`src/rtl/keyboard.sv`:
```
// rtl/keyboard.sv - PS/2 scan-code events to ZX Spectrum 8x5 keyboard matrix with port-FE read path.
// State vector: [39:0] physical keys (row*5+bit, index 0 = left shift), [40] right shift, [48:41] compound flags.
module keyboard (
   input  logic       clock,
   input  logic       reset,
   input  logic       strb,
   input  logic       make,
   input  logic [7:0] code,
   input  logic [7:0] addr,
   output logic [4:0] keys,
   output logic       pressed
);

   localparam int NST = 49;

   logic [NST-1:0] st_q, st_d;
   logic           hit;
   logic [5:0]     idx;
   logic [39:0]    mat;
   logic [4:0]     col;

   always_comb begin
      hit = 1'b1;
      idx = 6'd0;
      case (code)
         8'h12: idx = 6'd0;   8'h1A: idx = 6'd1;   8'h22: idx = 6'd2;   8'h21: idx = 6'd3;
         8'h2A: idx = 6'd4;   8'h1C: idx = 6'd5;   8'h1B: idx = 6'd6;   8'h23: idx = 6'd7;
         8'h2B: idx = 6'd8;   8'h34: idx = 6'd9;   8'h15: idx = 6'd10;  8'h1D: idx = 6'd11;
         8'h24: idx = 6'd12;  8'h2D: idx = 6'd13;  8'h2C: idx = 6'd14;  8'h16: idx = 6'd15;
         8'h1E: idx = 6'd16;  8'h26: idx = 6'd17;  8'h25: idx = 6'd18;  8'h2E: idx = 6'd19;
         8'h45: idx = 6'd20;  8'h46: idx = 6'd21;  8'h3E: idx = 6'd22;  8'h3D: idx = 6'd23;
         8'h36: idx = 6'd24;  8'h4D: idx = 6'd25;  8'h44: idx = 6'd26;  8'h43: idx = 6'd27;
         8'h3C: idx = 6'd28;  8'h35: idx = 6'd29;  8'h5A: idx = 6'd30;  8'h4B: idx = 6'd31;
         8'h42: idx = 6'd32;  8'h3B: idx = 6'd33;  8'h33: idx = 6'd34;  8'h29: idx = 6'd35;
         8'h14: idx = 6'd36;  8'h3A: idx = 6'd37;  8'h31: idx = 6'd38;  8'h32: idx = 6'd39;
         8'h59: idx = 6'd40;
         8'h66: idx = 6'd41;  8'h6B: idx = 6'd42;  8'h72: idx = 6'd43;  8'h75: idx = 6'd44;
         8'h74: idx = 6'd45;  8'h76: idx = 6'd46;  8'h41: idx = 6'd47;  8'h49: idx = 6'd48;
         default: hit = 1'b0;
      endcase
   end

   // Writing !make is naturally idempotent for repeats and stray breaks.
   always_comb begin
      st_d = st_q;
      if (strb && hit) begin
         st_d[idx] = !make;
      end
   end

   always_ff @(posedge clock or negedge reset) begin
      if (!reset) begin
         st_q <= '0;
      end else begin
         st_q <= st_d;
      end
   end

   // Compound flags OR into the physical bits; CAPS also takes the right shift.
   always_comb begin
      mat     = st_q[39:0];
      mat[0]  = st_q[0] | st_q[40] | (|st_q[46:41]);
      mat[20] = st_q[20] | st_q[41];
      mat[19] = st_q[19] | st_q[42];
      mat[24] = st_q[24] | st_q[43];
      mat[23] = st_q[23] | st_q[44];
      mat[22] = st_q[22] | st_q[45];
      mat[35] = st_q[35] | st_q[46];
      mat[36] = st_q[36] | st_q[47] | st_q[48];
      mat[38] = st_q[38] | st_q[47];
      mat[37] = st_q[37] | st_q[48];
   end

   always_comb begin
      col = 5'd0;
      for (int r = 0; r < 8; r++) begin
         if (!addr[r]) begin
            col = col | mat[r*5 +: 5];
         end
      end
      keys    = ~col;
      pressed = |mat;
   end

endmodule
```
`config.mk`:
```
export PLATFORM = sky130hd
export DESIGN_NAME = keyboard
export DESIGN_NICKNAME = d
export VERILOG_FILES = /design/src/rtl/keyboard.sv
export SDC_FILE = /design/constraint.sdc
export NUM_CORES = 1
export LEC_CHECK = 0
export BUFFER_PORTS_ARGS = -buffer_cell sky130_fd_sc_hd__buf_2
export CAP_MARGIN = 0
export CELL_PAD_IN_SITES_DETAIL_PLACEMENT = 0
export CELL_PAD_IN_SITES_GLOBAL_PLACEMENT = 1
export CORE_MARGIN = 2
export CORE_UTILIZATION = 45
export CTS_CLUSTER_SIZE = 12
export DETAILED_ROUTE_END_ITERATION = 16
export PLACE_DENSITY_LB_ADDON = 0.1
export SETUP_SLACK_MARGIN = 0.1
export SKIP_CTS_REPAIR_TIMING = 1
export SLEW_MARGIN = 20
export SYNTH_ARGS = -nofsm -noshare
export SYNTH_HDL_FRONTEND = slang
export SYNTH_SLANG_ARGS = --single-unit
export TNS_END_PERCENT = 20
```
`constraint.sdc`:
```
create_clock -name clock -period 4 [get_ports clock]
set_input_delay 0.4 -clock clock [delete_from_list [all_inputs] [get_ports clock]]
set_output_delay 0.4 -clock clock [all_outputs]
set_load 0.005 [all_outputs]
```
### Word-level counts from Yosys, hierarchy flattened

Cells that the tools add are included.

| storage, ports and cells | value |
|---|---|
| bits of input ports | 20 |
| register bits | 49 |
| output and inout port bits | 6 |

| operators by class | value |
|---|---|
| bitwise gates (word level) | 20 |
| reductions and logical operators | 6 |
| mux-type cells | 13 |
| equality and inequality tests | 49 |
| magnitude comparators | 2 |

Operator list:

| cell | count |
|---|---|
| one-hot mux 6 bit (48 select lines) | 1 |
| == test 8 x 6 -> 1 bit (second input constant) | 23 |
| == test 8 x 7 -> 1 bit (second input constant) | 17 |
| == test 8 x 5 -> 1 bit (second input constant) | 9 |
| bitwise mux 49 bit | 1 |
| OR reduction 49 bit | 1 |
| two-way mux 5 bit | 8 |
| OR reduction 40 bit | 1 |
| bitwise OR 5 bit | 7 |
| bitwise OR 1 bit | 12 |
| less-than comparator 6 x 7 -> 1 bit (second input constant) | 1 |
| demux 1 bit (select 6 bit) | 1 |
| greater-or-equal comparator 6 x 1 -> 1 bit (second input constant) | 1 |
| OR reduction 6 bit | 1 |
| inverter 5 bit | 1 |
| logical AND 1 bit | 2 |
| two-way mux 1 bit | 2 |
| zero test 1 bit | 1 |

### Logic depth before layout (Yosys ltp)

Gate-level depths: netlist of the first run.

| depth | value |
|---|---|
| depth in word-level cells | 18 |
| mapped depth | 12 |

### Worst setup path before layout of the first run

OpenSTA, ideal clock, no wires.

| timing path | value |
|---|---|
| path kind | input to register |
| from | in code[2] |
| to | reg st_q[0] |
| stages | 10 |
| arrival | 2502 ps |
| data required time | 3920 ps |
| buffers on the path | 3 |
| path slack | 1418 ps |
| setup time | 80 ps |
| cells stage by stage | buf_2 > nor2b_1 > buf_2 > o2111ai_1 > nand4_1 > or4_1 > buf_2 > nor3_4 > and4bb_1 > mux2i_1 |

| between the ends | value |
|---|---|
| longest elaborated chain between the ends | 7 |

Ends and longest elaborated chain:

| item | RTL line | RTL |
|---|---|---|
| start: declaration | 8 | `input logic [7:0] code,` |
| == test 8 x 7 -> 1 bit, or another cell as far along | 25 | `case (code)` |
| one-hot mux 6 bit (48 select lines) | 25 |  |
| less-than comparator 6 x 7 -> 1 bit (not written as such) or greater-or-equal comparator 6 x 1 -> 1 bit (tied branches) | 47 | `st_d[idx] = !make;` |
| logical AND 1 bit (not written as such) | 47 |  |
| two-way mux 1 bit (not written as such) | 47 |  |
| demux 1 bit (select 6 bit) | 47 |  |
| bitwise mux 49 bit | 47 |  |
| end signal: assignment | 55 | `st_q <= st_d;` |
| end: declaration | 16 | `logic [NST-1:0] st_q, st_d;` |

Several ways; a longest one is shown, not always the timed one.
A chain may end at the register's enable or synchronous reset.

### Worst setup path in the final report of the first run

| timing path | value |
|---|---|
| from | in code[4] |
| to | reg st_q[3] |

The elaborated chain is that of the path after synthesis.

==> flow_summary.rst, run 1 <==
.. list-table::
   :header-rows: 1

   * - Metric
     - Value
   * - Status
     - finished clean
   * - Core Region
     - around 8000 sq um
   * - # setup viols final
     - 0
   * - Area growth from synthesis to layout
     - 5.727%
   * - Count of filler cells inserted in the layout
     - 788
   * - Maximum operating frequency
     - roughly 0.32 GHz
   * - Largest fanout of any net on the critical path
     - 34
   * - Effective utilization at floorplan
     - 0.4626
   * - Number of violations of the max-capacitance limit
     - 0
   * - Total gr overflow
     - 0
   * - Sequential fraction of the synthesis area
     - 0.3226
   * - Register with the most flip-flops
     - st_q
   * - Critical path buffers and inverters
     - 1
   * - First DRT Iteration DRCs
     - 290
   * - Final slew viol count
     - 0
   * - Setup repair after global routing missed its margin
     - no
   * - Post-Synthesis Cells
     - 422
   * - Global placement routability congestion
     - 0.9502
   * - Pin count of the biggest net entering global routing
     - 50
   * - Via count of the first global-routing pass
     - 3272
   * - Placed cell count
     - ~520
   * - Power per standard cell area
     - 264.8 nW/um^2
   * - Cts bufs inserted
     - 5
   * - Final cycle utilization of the critical path
     - 0.7876
   * - Crit-path cells
     - buf_2 -> nand2b_1 -> a2bb2oi_2 -> o22ai_1 -> a2111oi_2 -> nand4_1 -> nor3_1 -> mux2i_1
   * - Cell type with the largest total area after synthesis
     - sky130_fd_sc_hd__dfrtp_1
   * - Number of antenna-violating nets in the routed design
     - 0
   * - Die width
     - 95.91 um
   * - Total negative slack for setup checks
     - 0 ns
   * - Fraction of final layout cells sized beyond drive strength 1
     - 0.1475
   * - Synth area leaders
     - sky130_fd_sc_hd__dfrtp_1, sky130_fd_sc_hd__mux2i_1, sky130_fd_sc_hd__o31ai_1
   * - TritonCTS clock tree
     - done
   * - Number of iterations in the first detailed-routing pass
     - 5
   * - Top Registers
     - st_q (49)
   * - Post-synth net total
     - between 400 and 500
   * - Clock-pin transition on the worst setup and hold timing paths
     - about 0.090 ns
   * - Synth async-reset ratio
     - 1.000
   * - GRT Total Usage
     - 0.2667
   * - Nets
     - around 450
   * - Power after layout
     - between 0.001 and 0.0015 W
   * - Via count
     - 3586
   * - Most frequent cells in the layout
     - sky130_fd_sc_hd__dfrtp_1, sky130_fd_sc_hd__inv_1, sky130_fd_sc_hd__buf_2
   * - Clock latency on the worst-skew pair
     - about 0.31 ns
   * - YS warnings
     - 0
   * - Number of rows in the core area
     - 33
   * - Post-place setup slack
     - between 0.6 and 0.7 ns
   * - Largest buffer count on any clock path
     - 2
   * - Flip-flop count of the largest register after layout
     - 49
   * - Seq cells post-synth
     - 49
   * - Syn avg cell area
     - roughly 9.0 sq um
   * - Maximum resistive drop on vdd
     - between 100 and 150 uV
   * - Leakage power
     - 1.684 nW
   * - Relative slew slack
     - 0.3392
   * - Dominant delay contributor by cell family on the critical path
     - simple AND/OR/NAND/NOR gates
   * - Worst path slowest cell
     - sky130_fd_sc_hd__a2111oi_2
   * - Count of unique library cells instantiated by Yosys
     - a little over 70
   * - Crit Path Category
     - input port to register
   * - EDFF count, synth
     - 0
   * - Number of antenna violations at the first check in global routing
     - 0
   * - Commonest non-fill, non-tap cell in the layout
     - sky130_fd_sc_hd__dfrtp_1
   * - Top-level port count
     - 26
   * - Worst Hold Class
     - input port to asynchronous set/reset pin
   * - Drt wl/cell
     - roughly 22 um
   * - Period minus WS final
     - about 3.2 ns
   * - Critical path startpoint category
     - input port
   * - CTS H-tree lvls
     - 2
   * - Endpoint arrival time on the critical path
     - between 3 and 4 ns
   * - Cell Area, Synth
     - 3801 sq um
   * - Post-Route Skew
     - 0 ns
   * - Delay of the slowest cell on the worst path
     - 0.53 ns
   * - Antenna Cells
     - 0
   * - Hold Vio Cnt, Final
     - 0
   * - Type of destination of the critical path
     - register
   * - Global-route wire length before repair
     - about 19000 um
   * - DR vias/cell
     - slightly below 7
   * - Sink count of the clock tree
     - 49
   * - Worst setup margin
     - about 0.85 ns
   * - Fraction of post-synthesis cell area in the top cell type by area
     - 0.3226
   * - DP HPWL
     - just over 8000 um
   * - Data required time at the worst endpoint
     - between 4 and 5 ns
   * - Flip-flop cell with the highest count after synthesis
     - sky130_fd_sc_hd__dfrtp_1
   * - Non-filler instance count after layout
     - ~530
   * - Total die area
     - between 9000 and 10000 sq um
   * - Buffers on Ports
     - 25
   * - Slew of the pin with the lowest slew margin
     - 0.9852 ns
   * - DRC viols
     - 0
   * - Final Routed Wirelength
     - between 10000 and 15000 um
   * - Buffer type at the clock tree root
     - sky130_fd_sc_hd__clkbuf_8
   * - Vertical die dimension
     - roughly 96 um
## report_power, final
group          leakage, nW  switching, W  total, W  internal (W)
Combinational         1.06      0.000144  0.000219     0.0000749
Clock               0.0445      0.000181  0.000306      0.000124
Sequential           0.578     0.0000206  0.000539      0.000519
Total                 1.68      0.000346   0.00106      0.000718
## logic make-up after synthesis
logic type	count (synthesis)	share of synthesized area
buffers and inverters	66	0.08032
xor gates and xnor gates	5	0.01152
and+or+nand+nor	155	0.2808
DFF	49	0.3226
AOI/OAI and AO/OA	123	0.2410
muxes	24	0.06386
## synth_stat cells (5+ instances only)
library cell and number:
sky130_fd_sc_hd__buf_2 16, sky130_fd_sc_hd__o22ai_1 9, sky130_fd_sc_hd__nand2_1 12, sky130_fd_sc_hd__a41oi_1 9, sky130_fd_sc_hd__inv_1 32, sky130_fd_sc_hd__nand3_1 8
sky130_fd_sc_hd__nand4_1 11, sky130_fd_sc_hd__nand2b_1 11, sky130_fd_sc_hd__and4bb_1 5, sky130_fd_sc_hd__clkbuf_1 9, sky130_fd_sc_hd__dfrtp_1 49, sky130_fd_sc_hd__mux2i_1 22
sky130_fd_sc_hd__a211oi_1 5, sky130_fd_sc_hd__buf_4 8, sky130_fd_sc_hd__nor3_1 12, sky130_fd_sc_hd__and4bb_2 7, sky130_fd_sc_hd__nor2b_1 7, sky130_fd_sc_hd__a21oi_1 6
sky130_fd_sc_hd__o21ai_0 18, sky130_fd_sc_hd__and3_1 6, sky130_fd_sc_hd__nor4_1 11, sky130_fd_sc_hd__o31ai_1 20, sky130_fd_sc_hd__nand3b_1 8, sky130_fd_sc_hd__or4_1 5
sky130_fd_sc_hd__nor2_1 16, sky130_fd_sc_hd__a31oi_1 11
## final timing paths
path | cells past startpoint | to | slack [ns] | startpoint
worst min-delay path | 1 | st_q[28] | 0.005 | reset
min in group clock | 2 | st_q[11] | 0.52 | st_q[11]
worst max-delay path | 8 | st_q[3] | 0.85 | code[4]
worst min register to register | 2 | st_q[11] | 0.52 | st_q[11]
worst max register to register | 2 | st_q[42] | 3.16 | st_q[42]
max in group asynchronous | 2 | st_q[46] | 3.22 | reset
## routing by layer
| metal | vias up | share of wire | wire length, um | track usage |
|---|---|---|---|---|
| li1 | 1657 | - | - | - |
| met1 | 1740 | 0.48 | 5551 | 0.4205 |
| met2 | 165 | 0.42 | 4892 | 0.3689 |
| met3 | 24 | 0.077 | 892 | 0.04542 |
| met4 | 0 | 0.023 | 261 | 0.07619 |
| met5 | - | 0 | 0 | 0 |
## area by class of cell
cell class / instances / area, sq um / share of cell area
Multi-Input combinational cell: 307 / 2281 / 0.5676
Clock inverter: 3 / 21.27 / 0.005293
Sequential cell: 49 / 1226 / 0.3051
Clock buffer: 5 / 68.82 / 0.01712
Timing Repair Buffer: 31 / 170.2 / 0.04234
Tap cell: 105 / 131.4 / 0.03269
Inverter: 32 / 120.1 / 0.02989
## metrics by stage
stage                       util  instance area [sq um]  hold slack, ns
after floorplan                -                   3801          0.1044
after global placement    0.4781                   3929          0.3514
after detailed placement  0.4781                   3929          0.3577
after CTS                 0.4891                   4019         0.01612
after global routing      0.4891                   4019         0.02324
final                     0.4891                   4019        0.005262
Power figures use the tool's default switching activity.
==> inputs of run 2 (changes only) <==
==> constraint.sdc (replaced) <==
create_clock -name clock -period 3 [get_ports clock]
set_input_delay 0.3 -clock clock [delete_from_list [all_inputs] [get_ports clock]]
set_output_delay 0.3 -clock clock [all_outputs]
set_load 0.005 [all_outputs]
==> flow_summary.rst, run 2 (synthesized netlist as in run 1, its figures left out) <==
.. list-table::
   :header-rows: 1

   * - Metric
     - Value
   * - DR vias/cell
     - 6.724
   * - Number of antenna violations at the first check in global routing
     - 0
   * - Final cycle utilization of the critical path
     - 0.9255
   * - Worst reg2reg path endpoint
     - st_q[44]
   * - Worst Hold Class
     - input port to asynchronous set/reset pin
   * - Total gr overflow
     - 0
   * - TritonCTS clock tree
     - done
   * - Number of antenna-violating nets in the routed design
     - 0
   * - Psw
     - around 0.00047 W
   * - Type of destination of the critical path
     - register
   * - DRC viols
     - 0
   * - Vertical die dimension
     - 95.91 um
   * - Global-route wire length before repair
     - between 20000 and 25000 um
   * - Buffers on Ports
     - 25
   * - CTS H-tree lvls
     - 2
   * - Cts bufs inserted
     - 5
   * - Top Registers
     - st_q (49)
   * - Endpoint arrival time on the critical path
     - 3.01 ns
   * - Hold Worst Slack
     - 0.02123 ns
   * - Die width
     - 95.91 um
   * - Period minus WS final
     - about 2.8 ns
   * - Maximum resistive drop on vdd
     - roughly 190 uV
   * - Part of the total power dissipated in the clock network
     - 0.355
   * - Post-Route Skew
     - 0 ns
   * - Pin count of the biggest net entering global routing
     - 50
   * - GRT Total Usage
     - 0.2902
   * - Flip-flop count of the largest register after layout
     - 49
   * - Register with the most flip-flops
     - st_q
   * - Count of filler cells inserted in the layout
     - between 800 and 900
   * - Effective utilization at floorplan
     - 0.4626
   * - Commonest non-fill, non-tap cell in the layout
     - sky130_fd_sc_hd__dfrtp_1
   * - Largest fanout of any net on the critical path
     - 18
   * - Top-level port count
     - 26
   * - Share of power burned in combinational logic
     - 0.203
   * - Power per standard cell area
     - about 370 nW/um^2
   * - Leakage power
     - ~1.9 nW
   * - Data required time at the worst endpoint
     - 3.23 ns
   * - Drt wl/cell
     - about 22 um
   * - Via count of the first global-routing pass
     - around 3600
   * - DP HPWL
     - approximately 9400 um
   * - Fraction of final layout cells sized beyond drive strength 1
     - 0.2109
   * - Final Routed Wirelength
     - about 13000 um
   * - # setup viols final
     - 0
   * - Nets
     - roughly 480
   * - Antenna Cells
     - 0
   * - Global placement routability congestion
     - 0.9026
   * - Via count
     - around 3800
   * - Largest buffer count on any clock path
     - 2
   * - Crit Path Category
     - input port to register
   * - Setup slack on the worst flop-to-flop path
     - about 2.1 ns
   * - Hold Vio Cnt, Final
     - 0
   * - Net Sw Frac
     - 0.2899
   * - Number of iterations in the first detailed-routing pass
     - 6
   * - Worst reg2reg startpoint
     - st_q[44]
   * - Core Region
     - between 8000 and 9000 sq um
   * - Depth of the worst register-to-register path
     - 2
   * - Relative slew slack
     - 0.3777
   * - Total negative slack for setup checks
     - 0 ns
   * - First DRT Iteration DRCs
     - roughly 270
   * - Total internal power
     - around 0.0012 W
   * - Slew of the pin with the lowest slew margin
     - ~0.93 ns
   * - Clock-pin transition on the worst setup and hold timing paths
     - about 0.1 ns
   * - Clock latency on the worst-skew pair
     - 0.30 ns
   * - Relative contribution of sequential cells to total power
     - 0.442
   * - Maximum operating frequency
     - between 0.3 and 0.4 GHz
   * - Number of rows in the core area
     - 33
   * - Number of violations of the max-capacitance limit
     - 0
   * - Area growth from synthesis to layout
     - 14.88%
   * - Total die area
     - 9198 sq um
   * - Status
     - finished clean
   * - Buffer type at the clock tree root
     - sky130_fd_sc_hd__clkbuf_8
   * - Setup repair after global routing missed its margin
     - no
   * - End-of-flow core utilization
     - 0.5314
   * - Final slew viol count
     - 0
   * - Critical path startpoint category
     - input port
   * - Sink count of the clock tree
     - between 40 and 50
   * - Most frequent cells in the layout
     - sky130_fd_sc_hd__dfrtp_1, sky130_fd_sc_hd__buf_4, sky130_fd_sc_hd__inv_1
==> run 2: cell count changes in the layout (fill, tap and decap cells not counted), sizes merged <==
cell      previous run  this run
bufinv               0         2
buf                 31        64
clkinvlp             1         0
clkinv               1         0
==> run 2: through the flow <==
step | std cells | area [sq um] | setup WS [ns] | power, W
detailed placement | 557 | 4227 | -0.003764 | 0.001057
floorplan | 422 | 3801 | 0.5184 | 0.0009232
finish | 565 | 4367 | 0.2235 | 0.001630
CTS | 565 | 4364 | 0.3186 | 0.001628
global placement | 557 | 4227 | -0.07442 | 0.001056
global route | 565 | 4367 | 0.1698 | 0.001705
==> run 2: how the worst max path moves through the flow <==
stage / cells past startpoint / from / endpoint / slack [ns]
global placement: 9 / code[2] / st_q[34] / -0.07
floorplan: 10 / code[2] / st_q[0] / 0.52
CTS: 10 / code[2] / st_q[34] / 0.32
detailed placement: 10 / code[2] / st_q[34] / -0.004
global route: 11 / code[3] / st_q[34] / 0.17
finish: 10 / code[2] / st_q[34] / 0.22
==> run 2: power groups by stage <==
stage,Clock (W),Sequential [W],Combinational (W)
floorplan,0,0.000719,0.000204
global placement,0,0.000731,0.000324
detailed placement,0,0.000733,0.000325
CTS,0.000582,0.000719,0.000326
global route,0.000616,0.000724,0.000364
finish,0.000579,0.000720,0.000331
==> run 2: worst max-delay path: stages <==
cell	delay [ns]
sky130_fd_sc_hd__buf_2	0.29
sky130_fd_sc_hd__buf_4	0.21
sky130_fd_sc_hd__and3b_1	0.23
sky130_fd_sc_hd__and3_1	0.18
sky130_fd_sc_hd__a311oi_1	0.42
sky130_fd_sc_hd__and3_1	0.34
sky130_fd_sc_hd__nand4_1	0.23
sky130_fd_sc_hd__buf_4	0.23
sky130_fd_sc_hd__nor3_1	0.33
sky130_fd_sc_hd__mux2i_1	0.23
==> run 2: cell type report <==
type | instances | area [sq um] | area share
Clock buffer | 5 | 68.82 | 0.01576
Clock inverter | 3 | 68.82 | 0.01576
Inverter | 32 | 120.1 | 0.02751
Multi-Input combinational cell | 307 | 2283 | 0.5229
Sequential cell | 49 | 1226 | 0.2808
Tap cell | 105 | 131.4 | 0.03009
Timing Repair Buffer | 64 | 467.9 | 0.1072
==> run 2: routing by layer <==
metal  GRT usage  share of wire  vias to the layer above
li1            -              -                     1730
met1      0.4026           0.44                     1833
met2      0.4586           0.45                      189
met3     0.03602          0.055                       47
met4      0.1179          0.045                        0
met5           0              0                        -
==> inputs of run 3 (changes only) <==
--- a/config.mk
+++ b/config.mk
@@ -14,6 +14,7 @@
 export CTS_CLUSTER_SIZE = 12
 export DETAILED_ROUTE_END_ITERATION = 16
 export PLACE_DENSITY_LB_ADDON = 0.1
+export REMOVE_ABC_BUFFERS = 1
 export SETUP_SLACK_MARGIN = 0.1
 export SKIP_CTS_REPAIR_TIMING = 1
 export SLEW_MARGIN = 20
==> flow_summary.rst, run 3 (synthesized netlist as in run 1, its figures left out) <==
.. list-table::
   :header-rows: 1

   * - Metric
     - Value
   * - Largest buffer count on any clock path
     - 2
   * - Critical path startpoint category
     - input port
   * - Count of filler cells inserted in the layout
     - roughly 770
   * - Effective utilization at floorplan
     - 0.4626
   * - Fraction of final layout cells sized beyond drive strength 1
     - 0.2158
   * - Hold Vio Cnt, Final
     - 0
   * - Via count of the first global-routing pass
     - around 3800
   * - Critical path buffers and inverters
     - 2
   * - Flip-flop count of the largest register after layout
     - a little under 50
   * - # setup viols final
     - 0
   * - Worst reg2reg path endpoint
     - st_q[17]
   * - Number of antenna-violating nets in the routed design
     - 0
   * - Largest fanout of any net on the critical path
     - 18
   * - Final slew viol count
     - 0
   * - Endpoint arrival time on the critical path
     - 2.84 ns
   * - Dominant delay contributor by cell family on the critical path
     - compound AO/OA/AOI/OAI gates
   * - Final Routed Wirelength
     - approximately 13000 um
   * - Net Sw Frac
     - 0.3144
   * - Clock-pin transition on the worst setup and hold timing paths
     - 0.09 ns
   * - Nets
     - a little under 500
   * - Post-Route Skew
     - 0 ns
   * - Maximum operating frequency
     - between 0.3 and 0.4 GHz
   * - DR vias/cell
     - approximately 6.6
   * - Maximum resistive drop on vdd
     - about 150 uV
   * - Setup repair after global routing missed its margin
     - no
   * - Top Registers
     - st_q (49)
   * - Relative slew slack
     - 0.4112
   * - Setup slack on the worst flop-to-flop path
     - approximately 2.1 ns
   * - Worst reg2reg startpoint
     - st_q[17]
   * - Top-level port count
     - 26
   * - DP HPWL
     - between 9000 and 10000 um
   * - Number of iterations in the first detailed-routing pass
     - 6
   * - Sink count of the clock tree
     - between 40 and 50
   * - Global placement routability congestion
     - approximately 0.92
   * - Worst setup margin
     - about 0.31 ns
   * - Depth of the worst register-to-register path
     - 2
   * - DRC viols
     - 0
   * - First DRT Iteration DRCs
     - around 240
   * - Total gr overflow
     - 0
   * - Global-route wire length before repair
     - 20510 um
   * - Total internal power
     - 0.0009888 W
   * - Buffers on Ports
     - 25
   * - Placed cell areas
     - roughly 4200 sq um
   * - Pin count of the biggest net entering global routing
     - 50
   * - Clock latency on the worst-skew pair
     - around 0.30 ns
   * - Slew of the pin with the lowest slew margin
     - slightly below 0.9 ns
   * - Power after layout
     - approximately 0.0014 W
   * - Relative contribution of sequential cells to total power
     - 0.497
   * - Worst path slowest cell
     - sky130_fd_sc_hd__a211oi_2
   * - Worst Hold Class
     - input port to asynchronous set/reset pin
   * - Register with the most flip-flops
     - st_q
   * - Buffer type at the clock tree root
     - sky130_fd_sc_hd__clkbuf_8
   * - Leakage power
     - between 1.5 and 2 nW
   * - GRT Total Usage
     - 0.2941
   * - Area growth from synthesis to layout
     - 14.22%
   * - Crit Path Category
     - input port to register
   * - Crit-path cells
     - buf_2 -> nand2b_1 -> buf_4 -> or3_1 -> nand3_1 -> a211oi_2 -> nand3b_1 -> o21ai_0 -> o31ai_1
   * - Power per standard cell area
     - approximately 330 nW/um^2
   * - Final cycle utilization of the critical path
     - 0.8961
   * - Part of the total power dissipated in the clock network
     - 0.266
   * - Number of rows in the core area
     - 33
   * - Data required time at the worst endpoint
     - 3.15 ns
   * - Number of antenna violations at the first check in global routing
     - 0
   * - Total die area
     - 9198 sq um
   * - Total negative slack for setup checks
     - 0 ns
   * - Most frequent cells in the layout
     - sky130_fd_sc_hd__dfrtp_1, sky130_fd_sc_hd__buf_4, sky130_fd_sc_hd__inv_1
   * - Cts bufs inserted
     - 5
   * - Core Region
     - about 8000 sq um
   * - Delay of the slowest cell on the worst path
     - between 0.7 and 0.8 ns
   * - Type of destination of the critical path
     - register
   * - Status
     - finished clean
   * - CTS H-tree lvls
     - 2
   * - Vertical die dimension
     - about 96 um
   * - Antenna Cells
     - 0
   * - Via count
     - 3793
   * - Psw
     - between 0.0004 and 0.0005 W
   * - Number of violations of the max-capacitance limit
     - 0
   * - Die width
     - about 96 um
   * - Post-place setup slack
     - -0.008289 ns
   * - Period minus WS final
     - 2.688 ns
   * - Share of power burned in combinational logic
     - 0.237
   * - Drt wl/cell
     - 22.77 um
   * - Post-route design area
     - between 4000 and 5000 sq um
   * - Commonest non-fill, non-tap cell in the layout
     - sky130_fd_sc_hd__dfrtp_1
   * - TritonCTS clock tree
     - done
==> run 3: cell types whose count changed in the layout (fill, tap and decap cells not counted) <==
cell,previous run,this run
sky130_fd_sc_hd__buf_4,35,45
sky130_fd_sc_hd__clkbuf_1,0,3
sky130_fd_sc_hd__buf_12,4,2
sky130_fd_sc_hd__bufinv_16,2,0
sky130_fd_sc_hd__inv_6,1,0
sky130_fd_sc_hd__nor2b_1,6,7
sky130_fd_sc_hd__nor2b_2,1,0
==> run 3: worst max path at each step <==
| stage | depth (start not counted) | slack, ns | endpoint | startpoint |
|---|---|---|---|---|
| final | 9 | 0.31 | st_q[23] | code[0] |
| after global routing | 9 | 0.10 | st_q[34] | code[1] |
| after CTS | 8 | 0.30 | st_q[0] | code[1] |
| after detailed placement | 8 | -0.008 | st_q[0] | code[1] |
| after global placement | 8 | -0.03 | st_q[0] | code[1] |
| after floorplan | 7 | 0.04 | st_q[37] | code[2] |
==> run 3: final cells by class <==
type,count,area [sq um],area share
Clock buffer,8,80.08,0.01844
Multi-Input combinational cell,307,2281,0.5254
Sequential cell,49,1226,0.2824
Tap cell,105,131.4,0.03026
Timing Repair Buffer,72,503.0,0.1159
Inverter,32,120.1,0.02767
==> run 3: power by group through the flow <==
stage	sequential, W	clock (W)	combinational (W)
global placement	0.000728	0	0.000332
CTS	0.000715	0.000390	0.000331
global route	0.000718	0.000422	0.000373
detailed placement	0.000729	0	0.000330
floorplan	0.000719	0	0.000159
finish	0.000717	0.000384	0.000342
==> run 3: stage by stage <==
step	util	hold slack, ns	std cells
final	0.5284	0.06254	573
after detailed placement	0.5159	0.4148	562
after CTS	0.5257	0.08195	570
after floorplan	-	0.004409	388
after global placement	0.5159	0.4124	562
after global routing	0.5284	0.1025	573
==> run 3: per-layer routing <==
metal | track usage | wire, um
met1 | 0.3498 | 5293
met2 | 0.5361 | 6740
met3 | 0.02741 | 588
met4 | 0.1286 | 425
met5 | 0 | 0
